File: src/rtl/sync_fifo_ext.sv
// Single-clock FIFO with occupancy count, programmable almost flags, error pulses, flush and build-time FWFT.
// Standard reads land on rdata one cycle after r_en; writes are refused while full and flagged with a one-cycle overflow pulse.
module sync_fifo_ext #(
  parameter int DATASIZE = 8,
  parameter int ADDRSIZE = 4,
  parameter int AF_LEVEL = (1 << ADDRSIZE) - 2,
  parameter int AE_LEVEL = 2,
  parameter bit FWFT     = 1'b0
) (
  input  logic                clk,
  input  logic                rst,
  input  logic                clr,
  input  logic [DATASIZE-1:0] wdata,
  input  logic                w_en,
  input  logic                r_en,
  output logic [DATASIZE-1:0] rdata,
  output logic                wfull,
  output logic                rempty,
  output logic                almost_full,
  output logic                almost_empty,
  output logic [ADDRSIZE:0]   count,
  output logic                overflow,
  output logic                underflow
);
  localparam int DEPTH = 1 << ADDRSIZE;
  localparam logic [ADDRSIZE:0] DEPTH_C = (ADDRSIZE + 1)'(DEPTH);
  localparam logic [ADDRSIZE:0] AF_C    = (ADDRSIZE + 1)'(AF_LEVEL);
  localparam logic [ADDRSIZE:0] AE_C    = (ADDRSIZE + 1)'(AE_LEVEL);

  logic [DATASIZE-1:0] mem [DEPTH];
  logic [ADDRSIZE-1:0] wptr;
  logic [ADDRSIZE-1:0] rptr;
  logic                w_acc;
  logic                r_acc;

  // Flags come straight from the count register, so they only move on clk.
  assign wfull        = (count == DEPTH_C);
  assign rempty       = (count == '0);
  assign almost_full  = (count >= AF_C);
  assign almost_empty = (count <= AE_C);

  assign w_acc = w_en && !wfull && !clr;
  assign r_acc = r_en && !rempty && !clr;

  always_ff @(posedge clk) begin
    if (w_acc) begin
      mem[wptr] <= wdata;
    end
  end

  always_ff @(posedge clk or posedge rst) begin
    if (rst) begin
      wptr      <= '0;
      rptr      <= '0;
      count     <= '0;
      overflow  <= 1'b0;
      underflow <= 1'b0;
    end else if (clr) begin
      wptr      <= '0;
      rptr      <= '0;
      count     <= '0;
      overflow  <= 1'b0;
      underflow <= 1'b0;
    end else begin
      if (w_acc) wptr <= wptr + 1'b1;
      if (r_acc) rptr <= rptr + 1'b1;
      case ({w_acc, r_acc})
        2'b10:   count <= count + 1'b1;
        2'b01:   count <= count - 1'b1;
        default: count <= count;
      endcase
      overflow  <= w_en && wfull;
      underflow <= r_en && rempty;
    end
  end

  generate
    if (FWFT) begin : g_fwft
      // Head entry is exposed directly; an empty FIFO presents zero.
      assign rdata = rempty ? '0 : mem[rptr];
    end else begin : g_std
      always_ff @(posedge clk or posedge rst) begin
        if (rst) begin
          rdata <= '0;
        end else if (r_acc) begin
          rdata <= mem[rptr];
        end
      end
    end
  endgenerate
endmodule

File: config.mk
export PLATFORM = sky130hd
export DESIGN_NAME = sync_fifo_ext
export DESIGN_NICKNAME = d
export VERILOG_FILES = /design/src/rtl/sync_fifo_ext.sv
export SDC_FILE = /design/constraint.sdc
export NUM_CORES = 1
export LEC_CHECK = 0
export CAP_MARGIN = 5
export CORE_ASPECT_RATIO = 0.5
export CORE_UTILIZATION = 59
export DETAILED_ROUTE_END_ITERATION = 10
export HOLD_SLACK_MARGIN = 0.1
export PLACE_DENSITY = 0.83
export SYNTH_ARGS = -nofsm -noshare
export SYNTH_HDL_FRONTEND = slang
export SYNTH_SLANG_ARGS = --single-unit
File: constraint.sdc
create_clock -name clk -period 3.1 [get_ports clk]
set_clock_uncertainty 0.05 [all_clocks]
set_input_delay 0.62 -clock clk [delete_from_list [all_inputs] [get_ports clk]]
set_output_delay 0.62 -clock clk [all_outputs]
set_load 0.01 [all_outputs]
Yosys cells after proc, flatten, opt, wreduce, memory -nomap -nowiden
Memory sizes are Yosys's and may differ from the RTL's. A register that Yosys moved wholly into a read port is not among the register bits.
Cells that the tools add are included.

operators by class
  add/sub/neg operators = 4
  $lt $le $gt $ge = 2
  equal/unequal tests = 3
  muxes and demuxes = 10
  reductions and logical operators = 13

operators by type and width
  kind                   count
  $mux W4                4
  $pmux W5 S2            1
  $add A4 B1 Y4 const B  2
  $logic_and A1 B1 Y1    6
  $add A5 B1 Y5 const B  1
  $eq A5 B5 Y1 const B   1
  $ge A5 B4 Y1 const B   1
  $le A5 B2 Y1 const B   1
  $logic_not A5 Y1       1
  $mux W5                1
  $sub A5 B1 Y5 const B  1
  $mux W1                4
  $reduce_bool A2 Y1     2
  $logic_not A1 Y1       3
  $reduce_bool A3 Y1     1
  $eq A2 B1 Y1 const B   1
  $eq A2 B2 Y1 const B   1

word-level totals
  register bits after elaboration = 15
  bits in writable memories = 128
  output and inout bits = 19
  memories = 1

memories
  memory  depth  width  read ports  clocked after memory_dff  wr ports  RTL line  RTL
  mem     16     8      1           1                         1         30        logic [DATASIZE-1:0] mem [DEPTH];

Depth between registers and ports, before layout
Gate-level depths: netlist (run 1).

  depth after elaboration = 7
  mapped depth = 9

Worst setup path before layout (run 1)
OpenSTA, ideal clock, no wires.

  path type = in2reg
  start point = input r_en
  end point = register count[4]
  setup time = 0.071 ns
  arrival time = 2.820 ns
  data required time = 2.979 ns
  path slack = 0.159 ns
  stages = 9
  buffers on the path = 1
  path through = clkbuf_2 > or3b_2 > mux2i_2 > xor2_1 > ha_1 > a31oi_1 > or3_1 > or4_1 > nand4_1

between the ends
  cells in the longest elaborated chain, start to end = 5
  elaborated cells between the ends (all ways) = 7
  classes of those cells = 2 x eq/ne; 2 x mux; 3 x reduce/logical

RTL lines
  what                                          RTL line  RTL
  start: declaration                            15        input logic r_en,
  $logic_and A1 B1 Y1 (*) (2 in series)         43        assign r_acc = r_en && !rempty && !clr;
  $eq A2 B1 Y1 or $eq A2 B2 Y1 (tied branches)  67        case ({w_acc, r_acc})
  $pmux W5 S2                                   67
  $mux W5                                       58        end else if (clr) begin
  end signal: assignment                        68        2'b10: count <= count + 1'b1;
  end signal: assignment                        69        2'b01: count <= count - 1'b1;
  end signal: assignment                        70        default: count <= count;
  end: declaration                              21        output logic [ADDRSIZE:0] count,

Mark *: on every way between the ends. The rest lies on a longest branch, timed or not.
A chain may end at the register's enable or synchronous reset.

Worst setup path in the final report (run 1)
  start point = register count[1]
  end point = output rempty

between the ends
  cells in the longest elaborated chain, start to end = 1

RTL lines
  what              RTL line  RTL
  $logic_not A5 Y1  38        assign rempty = (count == '0);
  end: declaration  18        output logic rempty,

Every way passes these cells.

==> impl_metrics.json, run 1 <==
{
  "outcome": "complete, no violations",
  "first_pass_drt_iterations": 5,
  "max_freq_mhz": 343,
  "fill_cells": 590,
  "layout.nets": 443,
  "dr_total_vias": 3716,
  "cts_hold_buffers": 0,
  "cpMaxStageDelayCell": "or4_1",
  "timing.final.hold_violations": 0,
  "fin_tns_setup_ps": 0,
  "fin_total_pwr_mw": 5.78,
  "worst_ep_required_time_ps": 2430,
  "final-max-slew-violation-count": 0,
  "core_box_area_um2": 10300,
  "clk_transition_reported_paths_ps": 60,
  "num_antenna_cells": 0,
  "timing.critical_path.arrival_ps": 2240,
  "worst_ir_drop_vdd_mv": 0.418,
  "place_inst": 544,
  "synthToLayoutAreaGrowth_pct": 19.4,
  "cts_max_path_buffers": 2,
  "drv.max_cap_violation_count": 0,
  "timing.setup.critical_path_class": "reg2out",
  "whs_ps": 455,
  "number_of_unique_standard_cell_types_used_by_synthesis": 47,
  "multiInputGateArea_um2": 1740,
  "worst_slew_pin_slew_ps": 607,
  "drt_drc": 0,
  "synth_top_family_by_area": "multiplexers",
  "timing.critical_path.cells": "or4_1 -> nor2_1 -> clkdlybuf4s50_1",
  "post_drt_via_cell_ratio": 6.45,
  "die_area_um2": 11100,
  "compound_gate_fraction_of_synth_area_pct": 3.58,
  "cts_inserted_buffers": 17,
  "clock_sinks": 151,
  "place_congestion": 0.812,
  "cp.buffers_inverters": 1,
  "cts_repair_resize_count": 0,
  "vias_in_the_first_global_route": 3743,
  "final-setup-viol-count": 0,
  "post_synth_and_or_nand_nor_area_fraction_pct": 6.28,
  "grt_start_max_net_pins": 34,
  "postSynthNetCount": 379,
  "avgSynthCellArea_um2": 17.5,
  "slack_of_the_critical_path_ps": 187,
  "synth_seq_area_share_pct": 70.2,
  "chipWidth_um": 148,
  "min-delay-path-class": "reg2reg",
  "wire_length_of_the_first_global_routing_pass_um": 21300,
  "grt_antenna_before_repair": 0,
  "post-place-ws_ps": -170,
  "start_util_pct": 61.3,
  "worstSkewPairLatency_ps": 420,
  "globalRouteTotalUtil_pct": 27.9,
  "num_rows": 26,
  "p_per_area_nw_per_um2": 768,
  "layout_commonest_cell": "edfxtp_1",
  "post_synthesis_xor_xnor_area_fraction_pct": 1.11,
  "floorplan.io_pins": 32,
  "finalCriticalPeriod_ps": 2910,
  "chipHeight_um": 75.1,
  "final_cell_mix": "128 x edfxtp_1, 35 x buf_4, 32 x mux4_2",
  "max-slew-margin-rel_pct": 59.5,
  "cts_htree_levels": 4,
  "setup.worst_path.end_class": "primary output",
  "rsz_0062_raised_after_global_routing": "no",
  "tritoncts": "built",
  "synthAdderAreaFrac_pct": 1.39,
  "leakage_nw": 2.57,
  "drt_iter0_drcs": 457,
  "startpoint_type": "register",
  "sequential_area_um2": 4420,
  "globalRoute.totalOverflow": 0,
  "post_synth_inst_count": 359,
  "dp_hpwl_um": 8570,
  "finish.cell_count_without_fillers": 576,
  "cts.root.buffer_cell": "clkbuf_16",
  "routed_wire_length_per_instance_um": 24.3,
  "timing.critical_path.max_delay_family": "simple AND/OR/NAND/NOR gates",
  "fraction_of_layout_cells_with_a_size_suffix_above_1_pct": 25.2,
  "synth-seq-cells": 151,
  "slowest_delay_ps": 620,
  "ant_nets": 0,
  "proportion_of_synthesized_area_in_mux_cells_pct": 15.3,
  "portBuffers": 31,
  "crit_path_max_fanout": 11,
  "netlist_area_um2": 6300,
  "totalWireLength_um": 14000,
  "postCtsSetupBuffers": 0,
  "min_period_over_period_pct": 94.0,
  "ys.warnings.count": 0
}
==> layer usage <==
layer | part of all wire, % | wire length, µm | global-route usage [%] | vias up
met5 | 0 | 0 | 0 | -
met4 | 2.6 | 359 | 13.7 | 0
met3 | 9.5 | 1330 | 8.24 | 40
met2 | 49 | 6840 | 44.1 | 233
met1 | 39 | 5460 | 36.4 | 1894
li1 | - | - | - | 1549
==> worst register-to-register path, cell delays in order, from the launching register on <==
cell,delay [ps]
dfrtp_1,530
nor4_4,510
mux2i_2,340
xor2_1,170
ha_1,200
a31oi_1,120
or3_1,360
or4_1,420
nand4_1,100
==> area by class of cell <==
cell class | instances | area share (%)
Sequential cell | 151 | 58.8
Multi-Input combinational cell | 180 | 23.1
Timing Repair Buffer | 67 | 7.89
Clock buffer | 17 | 5.66
Tap cell | 140 | 2.33
Clock inverter | 15 | 1.91
Inverter | 6 | 0.300
==> synth_stat cells (all sizes together) <==
master   count  area share [%]
a311oi       1            0.14
nor2b        1           0.099
o211ai       4            0.48
nor3         6            0.48
nor4         2            0.44
a21o         2            0.26
nand3b       1            0.12
or3b         1            0.14
mux2i       21             3.4
clkbuf       9            0.56
nand4        2            0.20
or4bb        1            0.18
o31a         1            0.16
ha           7             1.4
xnor2        4            0.56
mux2         2            0.42
a21boi       1            0.12
a211oi       1            0.12
or2b         1            0.14
a21oi        4            0.32
or2          2            0.20
mux4        32              11
or3          2            0.20
nor2        28             1.7
a31o         1            0.14
nand3        5            0.40
a31oi        2            0.20
xor2         4            0.56
buf         13             1.3
nand2       18             1.1
o221ai       8             1.1
and3         1           0.099
o21ai        5            0.40
or4          3            0.36
inv          6            0.36
nand2b       5            0.50
edfxtp     128              61
a2111oi      1            0.14
dfrtp       23             9.1
==> final timing paths <==
| kind | start | to | slack [ps] | cells after the start |
|---|---|---|---|---|
| hold / removal | rdata[5]$_DFFE_PP0P_ | rdata[5]$_DFFE_PP0P_ | 460 | 2 |
| setup reg to reg | count[1]$_DFFE_PP0P_ | count[4]$_DFFE_PP0P_ | 230 | 8 |
| min in group asynchronous | rst | count[0]$_DFFE_PP0P_ | 510 | 3 |
| setup / recovery | count[1]$_DFFE_PP0P_ | rempty | 190 | 3 |
| max in group asynchronous | rst | rptr[1]$_DFFE_PP0P_ | 2210 | 3 |
| hold reg to reg | rdata[5]$_DFFE_PP0P_ | rdata[5]$_DFFE_PP0P_ | 460 | 2 |
==> report_power, final <==
part	internal, mW	switching (mW)
clock	1.12	0.849
combinational	0.654	0.643
sequential	2.33	0.184
total	4.10	1.68
==> sequential cells by signal, summed over array words and instances, names as in the netlist <==
name and count:
count 5, mem 128, overflow 1, rdata 8
rptr 4, underflow 1, wptr 4
==> kinds of logic (layout without fill, tap and decap cells) <==
group	count (synthesis)	after routing
muxes	55	55
buffers and inverters	28	105
xor gates and xnor gates	8	8
adders and majority gates	7	7
DFF	151	151
AOI/OAI and AO/OA	31	31
and+or+nand+nor	79	79
==> metrics by stage <==
step | utilization (%) | area (µm²)
finish | 73.2 | 7520
global route | 73.2 | 7520
CTS | 73.2 | 7520
detailed placement | 67.6 | 6950
global placement | 67.6 | 6950
floorplan | - | 6300
Note: power is estimated with default switching activity, not from simulation.
==> inputs of run 2 (changes only) <==
--- a/config.mk
+++ b/config.mk
@@ -7,10 +7,11 @@
 export LEC_CHECK = 0
 export CAP_MARGIN = 5
 export CORE_ASPECT_RATIO = 0.5
-export CORE_UTILIZATION = 59
+export CORE_MARGIN = 4
+export CORE_UTILIZATION = 60
 export DETAILED_ROUTE_END_ITERATION = 10
 export HOLD_SLACK_MARGIN = 0.1
-export PLACE_DENSITY = 0.83
+export PLACE_DENSITY = 0.85
 export SYNTH_ARGS = -nofsm -noshare
 export SYNTH_HDL_FRONTEND = slang
 export SYNTH_SLANG_ARGS = --single-unit
==> constraint.sdc (replaced) <==
create_clock -name clk -period 3.4 [get_ports clk]
set_clock_uncertainty 0.05 [all_clocks]
set_input_delay 0.68 -clock clk [delete_from_list [all_inputs] [get_ports clk]]
set_output_delay 0.68 -clock clk [all_outputs]
set_load 0.01 [all_outputs]
==> run 2 against run 1 <==
  * Clock power fell by 7%
  * Critical path depth stayed put
  * Count of clock-buffer cells in the layout did not move
  * Combinational power fell by 15%
  * Critical path type unchanged
==> impl_metrics.json, run 2 (same netlist as run 1, synthesis figures left out) <==
{
  "globalRoute.totalOverflow": 0,
  "min-delay-path-class": "reg2reg",
  "worst_slew_pin_slew_ps": 975,
  "finalCriticalPeriod_ps": 3180,
  "drt_drc": 0,
  "fin_total_pwr_mw": 5.24,
  "place_congestion": 0.818,
  "start_util_pct": 61.7,
  "rsz_0062_raised_after_global_routing": "no",
  "wire_length_of_the_first_global_routing_pass_um": 21300,
  "power.switching_mw": 1.47,
  "floorplan.io_pins": 32,
  "final-setup-viol-count": 0,
  "num_rows": 26,
  "worstSkewPairLatency_ps": 420,
  "p_comb_share_pct": 21.0,
  "leakage_nw": 2.53,
  "first_pass_drt_iterations": 5,
  "clock_sinks": 151,
  "cts_max_path_buffers": 2,
  "num_antenna_cells": 0,
  "core_box_area_um2": 10200,
  "synthToLayoutAreaGrowth_pct": 18.4,
  "setup.worst_path.end_class": "primary output",
  "grt_start_max_net_pins": 34,
  "clockPowerShare_pct": 34.9,
  "number_of_flip_flops_in_the_largest_register": 128,
  "cts_hold_buffers": 0,
  "crit_path_max_fanout": 11,
  "cts_inserted_buffers": 17,
  "startpoint": "count[1]$_DFFE_PP0P_",
  "post_drt_via_cell_ratio": 6.30,
  "die_area_um2": 12300,
  "final-max-slew-violation-count": 0,
  "chipWidth_um": 153,
  "layout_commonest_cell": "edfxtp_1",
  "min_period_over_period_pct": 93.5,
  "pwr-share-seq_pct": 44.1,
  "drt_iter0_drcs": 381,
  "final_cell_mix": "128 x edfxtp_1, 32 x mux4_2, 31 x clkdlybuf4s50_1",
  "cts_repair_resize_count": 0,
  "fin_tns_setup_ps": 0,
  "whs_ps": 457,
  "totalWireLength_um": 13500,
  "startpoint_type": "register",
  "dr_total_vias": 3567,
  "portBuffers": 31,
  "timing.setup.critical_path_class": "reg2out",
  "timing.critical_path.arrival_ps": 2450,
  "worst_ep_required_time_ps": 2670,
  "timing.rr.end": "count[4]$_DFFE_PP0P_",
  "rr_startpoint": "count[1]$_DFFE_PP0P_",
  "globalRouteTotalUtil_pct": 24.0,
  "routed_wire_length_per_instance_um": 23.9,
  "worst_ir_drop_vdd_mv": 0.427,
  "outcome": "complete, no violations",
  "layout.nets": 433,
  "max_freq_mhz": 314,
  "power.internal_mw": 3.77,
  "final_core_utilization_pct": 73.0,
  "worst_r2r_path_depth": 8,
  "max-slew-margin-rel_pct": 34.9,
  "drv.max_cap_violation_count": 0,
  "top_register_by_number_of_flip_flops": "mem",
  "vias_in_the_first_global_route": 3824,
  "timing.final.hold_violations": 0,
  "chipHeight_um": 80.5,
  "ant_nets": 0,
  "dp_hpwl_um": 8510,
  "postCtsSetupBuffers": 0,
  "r2r_setup_slack_ps": 480,
  "cts.root.buffer_cell": "clkbuf_16",
  "fraction_of_layout_cells_with_a_size_suffix_above_1_pct": 23.7,
  "switching_share_pct": 28.0,
  "timing.critical_path.to": "wfull",
  "p_per_area_nw_per_um2": 702,
  "grt_antenna_before_repair": 0,
  "largest_registers": "mem: 128 flops, rdata: 8 flops, count: 5 flops",
  "cts_htree_levels": 4,
  "tritoncts": "built",
  "clk_transition_reported_paths_ps": 60
}
run 2: cell type report:
cell class | instances | area [µm²]
clock buffer | 17 | 425
fill | 571 | 2760
inverter | 6 | 22.5
clock inverter | 15 | 154
tap | 140 | 175
multi-input combinational | 180 | 1740
timing repair buffer | 57 | 518
sequential | 151 | 4420
run 2: metal layers:
layer	track usage, %	share of wire (%)
met1	30.8	40
met2	39.4	49
met3	7.32	9.3
met4	8.98	2.5
met5	0	0
run 2: power by group through the flow:
stage / registers (mW) / clock network (mW) / logic, mW
global route: 2.32 / 1.95 / 1.18
CTS: 2.30 / 1.85 / 1.10
finish: 2.31 / 1.83 / 1.10
floorplan: 2.26 / 0 / 0.730
detailed placement: 2.34 / 0 / 1.09
global placement: 2.32 / 0 / 1.04
run 2: worst min path at each step:
| stage | startpoint | endpoint | slack [ps] | cells past startpoint |
|---|---|---|---|---|
| 3_5_place_dp | rdata[4]$_DFFE_PP0P_ | rdata[4]$_DFFE_PP0P_ | 430 | 2 |
| 6_report | rdata[4]$_DFFE_PP0P_ | rdata[4]$_DFFE_PP0P_ | 460 | 2 |
| 3_3_place_gp | rdata[4]$_DFFE_PP0P_ | rdata[4]$_DFFE_PP0P_ | 430 | 2 |
| 2_1_floorplan | rdata[0]$_DFFE_PP0P_ | rdata[0]$_DFFE_PP0P_ | 470 | 2 |
| 5_1_grt | rdata[4]$_DFFE_PP0P_ | rdata[4]$_DFFE_PP0P_ | 480 | 2 |
| 4_1_cts | rdata[4]$_DFFE_PP0P_ | rdata[4]$_DFFE_PP0P_ | 460 | 2 |
run 2: metrics by stage:
| stage | cells | cell area (µm²) | setup WS (ps) |
|---|---|---|---|
| after floorplan | 359 | 6300 | 399 |
| after global placement | 534 | 6880 | 140 |
| after detailed placement | 534 | 6880 | 12.6 |
| after CTS | 566 | 7450 | 213 |
| after global routing | 566 | 7450 | 93.2 |
| final | 566 | 7450 | 220 |
run 2: worst max-delay path, stage by stage (launching register included):
cell,delay [ps]
dfrtp_1,540
or4_1,780
nor2_1,160
clkdlybuf4s50_1,550
